<file path="src/rtl/fifo_read_ctrl_fwft.sv">
// fifo_read_ctrl_fwft
// Read-domain controller for the async FIFO. Owns the binary/Gray read
// pointer, the registered empty flag, occupancy count, almost-empty and sticky
// underflow flags, and an optional first-word-fall-through output register.
// The RAM read port is combinational on read_address.

`timescale 1ns/1ps

module fifo_read_ctrl_fwft #(
  parameter int DEPTH    = 16,
  parameter int WIDTH    = 8,
  parameter int FWFT     = 0,
  parameter int AE_LEVEL = 2,
  localparam int AW      = $clog2(DEPTH)
) (
  input  logic             read_clock,
  input  logic             read_reset_n,
  input  logic             read_enable,
  input  logic             underflow_clear,
  input  logic [AW:0]      sync_write_pointer,
  input  logic [WIDTH-1:0] mem_read_data,
  output logic [AW-1:0]    read_address,
  output logic [AW:0]      read_pointer,
  output logic             fifo_empty,
  output logic             almost_empty,
  output logic [AW:0]      read_count,
  output logic             underflow,
  output logic [WIDTH-1:0] read_data,
  output logic             data_valid
);

  localparam bit          FWFT_EN = (FWFT != 0);
  localparam logic [AW:0] AE_LVL  = (AW+1)'(AE_LEVEL);

  // Binary to reflected-Gray conversion.
  function automatic logic [AW:0] bin2gray(input logic [AW:0] b);
    return (b >> 1) ^ b;
  endfunction

  // Reflected-Gray to binary conversion (prefix XOR from the MSB down).
  function automatic logic [AW:0] gray2bin(input logic [AW:0] g);
    logic [AW:0] b;
    b[AW] = g[AW];
    for (int i = AW - 1; i >= 0; i--) begin
      b[i] = b[i+1] ^ g[i];
    end
    return b;
  endfunction

  // State registers and their next-state values
  logic [AW:0]      bin_q, bin_d;
  logic [AW:0]      gray_q, gray_d;
  logic             mem_empty_q, mem_empty_d;
  logic             dv_q, dv_d;
  logic [WIDTH-1:0] rdata_q, rdata_d;
  logic [AW:0]      count_q, count_d;
  logic             ae_q, ae_d;
  logic             uf_q, uf_d;

  // Combinational helpers
  logic             pop_s;
  logic             fifo_empty_s;
  logic [AW:0]      wbin_s;
  logic [AW:0]      mem_words_s;

  // Memory pointer advance: in FWFT mode the head word is prefetched whenever
  // the output register is free or is being consumed this cycle.
  always_comb begin
    pop_s = 1'b0;
    if (FWFT_EN) begin
      pop_s = ~mem_empty_q & (~dv_q | read_enable);
    end else begin
      pop_s = read_enable & ~mem_empty_q;
    end
  end

  // Consumer-visible empty: the output register in FWFT mode, the RAM otherwise.
  always_comb begin
    fifo_empty_s = 1'b1;
    if (FWFT_EN) begin
      fifo_empty_s = ~dv_q;
    end else begin
      fifo_empty_s = mem_empty_q;
    end
  end

  // Next read pointer in binary and Gray; the Gray form goes to the write side.
  always_comb begin
    bin_d       = bin_q + {{AW{1'b0}}, pop_s};
    gray_d      = bin2gray(bin_d);
    mem_empty_d = (gray_d == sync_write_pointer);
  end

  // FWFT output stage: load on pop, drop on consumption, otherwise hold.
  always_comb begin
    dv_d    = dv_q;
    rdata_d = rdata_q;
    if (!FWFT_EN) begin
      dv_d    = 1'b0;
      rdata_d = rdata_q;
    end else if (pop_s) begin
      dv_d    = 1'b1;
      rdata_d = mem_read_data;
    end else if (read_enable && dv_q) begin
      dv_d    = 1'b0;
    end else begin
      dv_d    = dv_q;
      rdata_d = rdata_q;
    end
  end

  // Occupancy against the synchronised (lagging) write pointer, so the count
  // can only under-report; the output register counts as a held word.
  always_comb begin
    wbin_s      = gray2bin(sync_write_pointer);
    mem_words_s = wbin_s - bin_d;
    count_d     = mem_words_s + {{AW{1'b0}}, dv_d};
    ae_d        = (count_d <= AE_LVL);
  end

  // Sticky underflow: a read attempt while empty wins over a coincident clear.
  always_comb begin
    uf_d = uf_q;
    if (read_enable && fifo_empty_s) begin
      uf_d = 1'b1;
    end else if (underflow_clear) begin
      uf_d = 1'b0;
    end else begin
      uf_d = uf_q;
    end
  end

  // Register all read-domain state; asynchronous reset to the empty FIFO.
  always_ff @(posedge read_clock or negedge read_reset_n) begin
    if (!read_reset_n) begin
      bin_q       <= {(AW+1){1'b0}};
      gray_q      <= {(AW+1){1'b0}};
      mem_empty_q <= 1'b1;
      dv_q        <= 1'b0;
      rdata_q     <= {WIDTH{1'b0}};
      count_q     <= {(AW+1){1'b0}};
      ae_q        <= 1'b1;
      uf_q        <= 1'b0;
    end else begin
      bin_q       <= bin_d;
      gray_q      <= gray_d;
      mem_empty_q <= mem_empty_d;
      dv_q        <= dv_d;
      rdata_q     <= rdata_d;
      count_q     <= count_d;
      ae_q        <= ae_d;
      uf_q        <= uf_d;
    end
  end

  assign read_address = bin_q[AW-1:0];
  assign read_pointer = gray_q;
  assign fifo_empty   = fifo_empty_s;
  assign almost_empty = ae_q;
  assign read_count   = count_q;
  assign underflow    = uf_q;
  // Standard mode passes the RAM word straight through.
  assign read_data    = FWFT_EN ? rdata_q : mem_read_data;
  assign data_valid   = FWFT_EN ? dv_q : ~mem_empty_q;

endmodule

</file>
<file path="config.mk">
export PLATFORM = sky130hd
export DESIGN_NAME = fifo_read_ctrl_fwft
export DESIGN_NICKNAME = d
export VERILOG_FILES = /design/src/rtl/fifo_read_ctrl_fwft.sv
export SDC_FILE = /design/constraint.sdc
export NUM_CORES = 1
export LEC_CHECK = 0
export ABC_AREA = 1
export CAP_MARGIN = 40
export CORE_ASPECT_RATIO = 1.2
export CORE_UTILIZATION = 44
export CTS_CLUSTER_DIAMETER = 60
export CTS_CLUSTER_SIZE = 24
export DETAILED_ROUTE_END_ITERATION = 8
export HOLD_SLACK_MARGIN = 0.12
export PLACE_DENSITY = 0.79
export SLEW_MARGIN = 20
export SYNTH_ARGS = -nofsm -noshare
export SYNTH_HDL_FRONTEND = slang
export SYNTH_SLANG_ARGS = --single-unit
export TNS_END_PERCENT = 20
</file>
<file path="constraint.sdc">
create_clock -name read_clock -period 2.2 [get_ports read_clock]
set_input_delay 0.22 -clock read_clock [delete_from_list [all_inputs] [get_ports read_clock]]
set_output_delay 0.22 -clock read_clock [all_outputs]
set_load 0.005 [all_outputs]
</file>
==> summary.txt <==
Status
  – Status: complete, no violations

Routing
  – Routed vias/inst: 4.825
  – Detailed-route via count: 1023
  – # DRC: 0
  – Initial drt markers: 16
  – Router iterations before antenna repair: 4
  – Wire per inst: 11.70 um
  – Post-route ant nets: 0
  – Final wirelength: 2.480 mm

Logic synthesis
  – Cell area after synthesis: 1140 um2
  – Synth Register Bits: 17
  – Ys Warns: 0
  – Sequential area share after synthesis: 37.54%
  – Syn_area_per_cell: 7.971 um2
  – Number of distinct library cells after synthesis: 21
  – Mapped Cells: 143
  – Syn_nets: 167

Final layout
  – Most common cell after layout, fill and taps aside: nand2_1
  – Area Growth Syn to Fin: 36.44%
  – Core Util, Final: 65.42%
  – Nets: 206
  – Diode count: 0
  – Commonest non-fill, non-tap cells in the layout: nand2_1 (34), clkdlybuf4s50_1 (23), inv_1 (17), nand2_2 (17), buf_4 (16)
  – Fill cells: 205
  – Share of layout cells above drive strength 1: 34.25%

Power
  – Power Total: 2.152 mW
  – PD cells: 1384 nW/um2
  – Peak supply drop: 0.0007459 V
  – Leakage: 0.7905 nW

Worst setup path
  – WP data arrival: 2.34 ns
  – FF-to-FF setup slack: 0.09 ns
  – Reg-to-Reg Start: fifo_empty
  – Crit path kind: register to register
  – Startpoint types: register
  – Worst Path Max Fanout: 4
  – Critical Path Sink Type: register
  – FF-to-FF End: almost_empty
  – FF-to-FF path depth: 10
  – Data required time of the worst path: 2.43 ns

Timing
  – Relative slew slack: 68.82%
  – Tcrit/Tclk final: 95.79%
  – Setup TNS: 0 ns
  – Setup ws final: 0.09260 ns
  – Max-slew violations: 0
  – Max Fclk: 474.5 MHz
  – Slew @ Worst Pin: 0.4662 ns
  – RSZ-0062 raised after global routing: false
  – Final setup violation count: 0
  – Hold Vio Cnt, Final: 0
  – Final min period: 2.107 ns
  – Hold slack: 0.2410 ns
  – Worst Clk Skew: 0.005607 ns

Die
  – Row count: 19
  – Initial Util: 47.95%
  – Die Y: 57.76 um
  – Ports: 43
  – Core area: 2377 um2
  – Die area: 2799 um2
  – Die width: 48.46 um

Clocking
  – Clock transition at path regs: 0.10 ns
  – Clock root buffer master: clkbuf_4
  – Worst-Skew Late Latency: 0.29 ns
  – Clk sink count: 17
  – TritonCTS Buffers: 3
  – CTS Buffer Depth: 2
  – H-tree Lvls: 1
  – CTS tree: yes

Placed design
  – DP Worst Slack: -0.4593 ns
  – Final GP Congestion: 0.8391
  – DP Wirelength: 1.884 mm
  – Port buffer count: 26

Min path
  – Min-Delay Path Class: input port to asynchronous set/reset pin

Global routing
  – Global-route wire length before repair: 4.174 mm
  – Vias in the first global route: 1044
  – Initial antenna violation count: 0
  – Largest net degree at the start of global routing: 18
  – GRT overflow: 0
  – Total GRT Usage: 19.92%

Flow run
  – Max-cap violation count: 0
state kept, by name (all words and copies together), names as in the netlist:
name          flops
read_count        5
underflow         1
fifo_empty        1
bin_q             5
almost_empty      1
read_pointer      4
cell usage after synthesis, drive strengths merged:
| cell type | instances | area, um2 |
|---|---|---|
| a21oi | 2 | 10.01 |
| buf | 9 | 67.56 |
| dfrtp | 15 | 375.4 |
| dfstp | 2 | 52.55 |
| fa | 1 | 20.02 |
| ha | 6 | 75.07 |
| inv | 21 | 78.83 |
| nand2 | 53 | 249.0 |
| nand3 | 16 | 90.09 |
| nand3b | 1 | 7.510 |
| nand4 | 2 | 12.51 |
| nor2 | 9 | 43.79 |
| o21ai | 1 | 8.760 |
| o22ai | 1 | 6.260 |
| xor2 | 4 | 42.55 |
what timing repair did:
| action | in CTS | in global routing |
|---|---|---|
| buffers inserted | 1 | 2 |
| endpoints found under the hold margin | 0 | 0 |
| pin swaps | 5 | 4 |
| hold buffers | 0 | 0 |
| setup endpoints to repair | 2 | 2 |
| resized for setup | 8 | 10 |
area by class of cell:
class	instances	area [um2]	area share, %
clock buffer	4	26.28	1.689
inverter	21	78.83	5.068
multi-input combinational	96	603.1	38.78
sequential	17	427.9	27.51
tap	31	38.79	2.494
timing repair buffer	43	380.4	24.46
cells by family (layout without fill, tap and decap cells):
kind of cell | count (synthesis) | in the layout | synth area share (%)
xor+xnor | 4 | 4 | 3.733
fa+ha+maj | 7 | 7 | 8.342
simple gates | 81 | 81 | 35.35
buf+inv | 30 | 68 | 12.84
compound gates | 4 | 4 | 2.196
flops | 17 | 17 | 37.54
per-stage QoR:
| step | area, um2 | cells |
|---|---|---|
| 2_1_floorplan | 1140 | 143 |
| 3_3_place_gp | 1469 | 204 |
| 3_5_place_dp | 1469 | 204 |
| 4_1_cts | 1511 | 209 |
| 5_1_grt | 1555 | 212 |
| 6_report | 1555 | 212 |
layer usage:
metal	vias up	routed length (um)	track usage, %	part of all wire, %
met5	-	0	0	0
met4	0	55	14.71	2.2
met3	4	100	3.150	4.0
met2	34	1356	37.63	55
met1	479	966	19.77	39
li1	506	-	-	-
where the power goes:
group	internal, mW	switching [mW]	leakage [nW]
registers	0.466	0.104	0.204
clock network	0.0704	0.0953	0.0150
logic	0.708	0.709	0.572
critical path, cell delays in order (launching register included):
cell and delay (ns):
dfstp_2 0.55, nor2_2 0.05, ha_2 0.35, ha_2 0.18
inv_2 0.05, fa_2 0.55, inv_1 0.04, nor2_1 0.08
nor2_1 0.05, nand3_1 0.10, nor2_2 0.04
worst max-delay path by stage:
stage | slack (ns) | endpoint | cells past startpoint | startpoint
floorplan | 0.23 | almost_empty | 10 | fifo_empty
global placement | -0.32 | almost_empty | 15 | sync_write_pointer[3]
detailed placement | -0.46 | almost_empty | 15 | sync_write_pointer[3]
CTS | 0.02 | almost_empty | 10 | fifo_empty
global route | 0.004 | almost_empty | 12 | fifo_empty
finish | 0.09 | almost_empty | 10 | fifo_empty
Note: power is estimated with default switching activity, not from simulation.
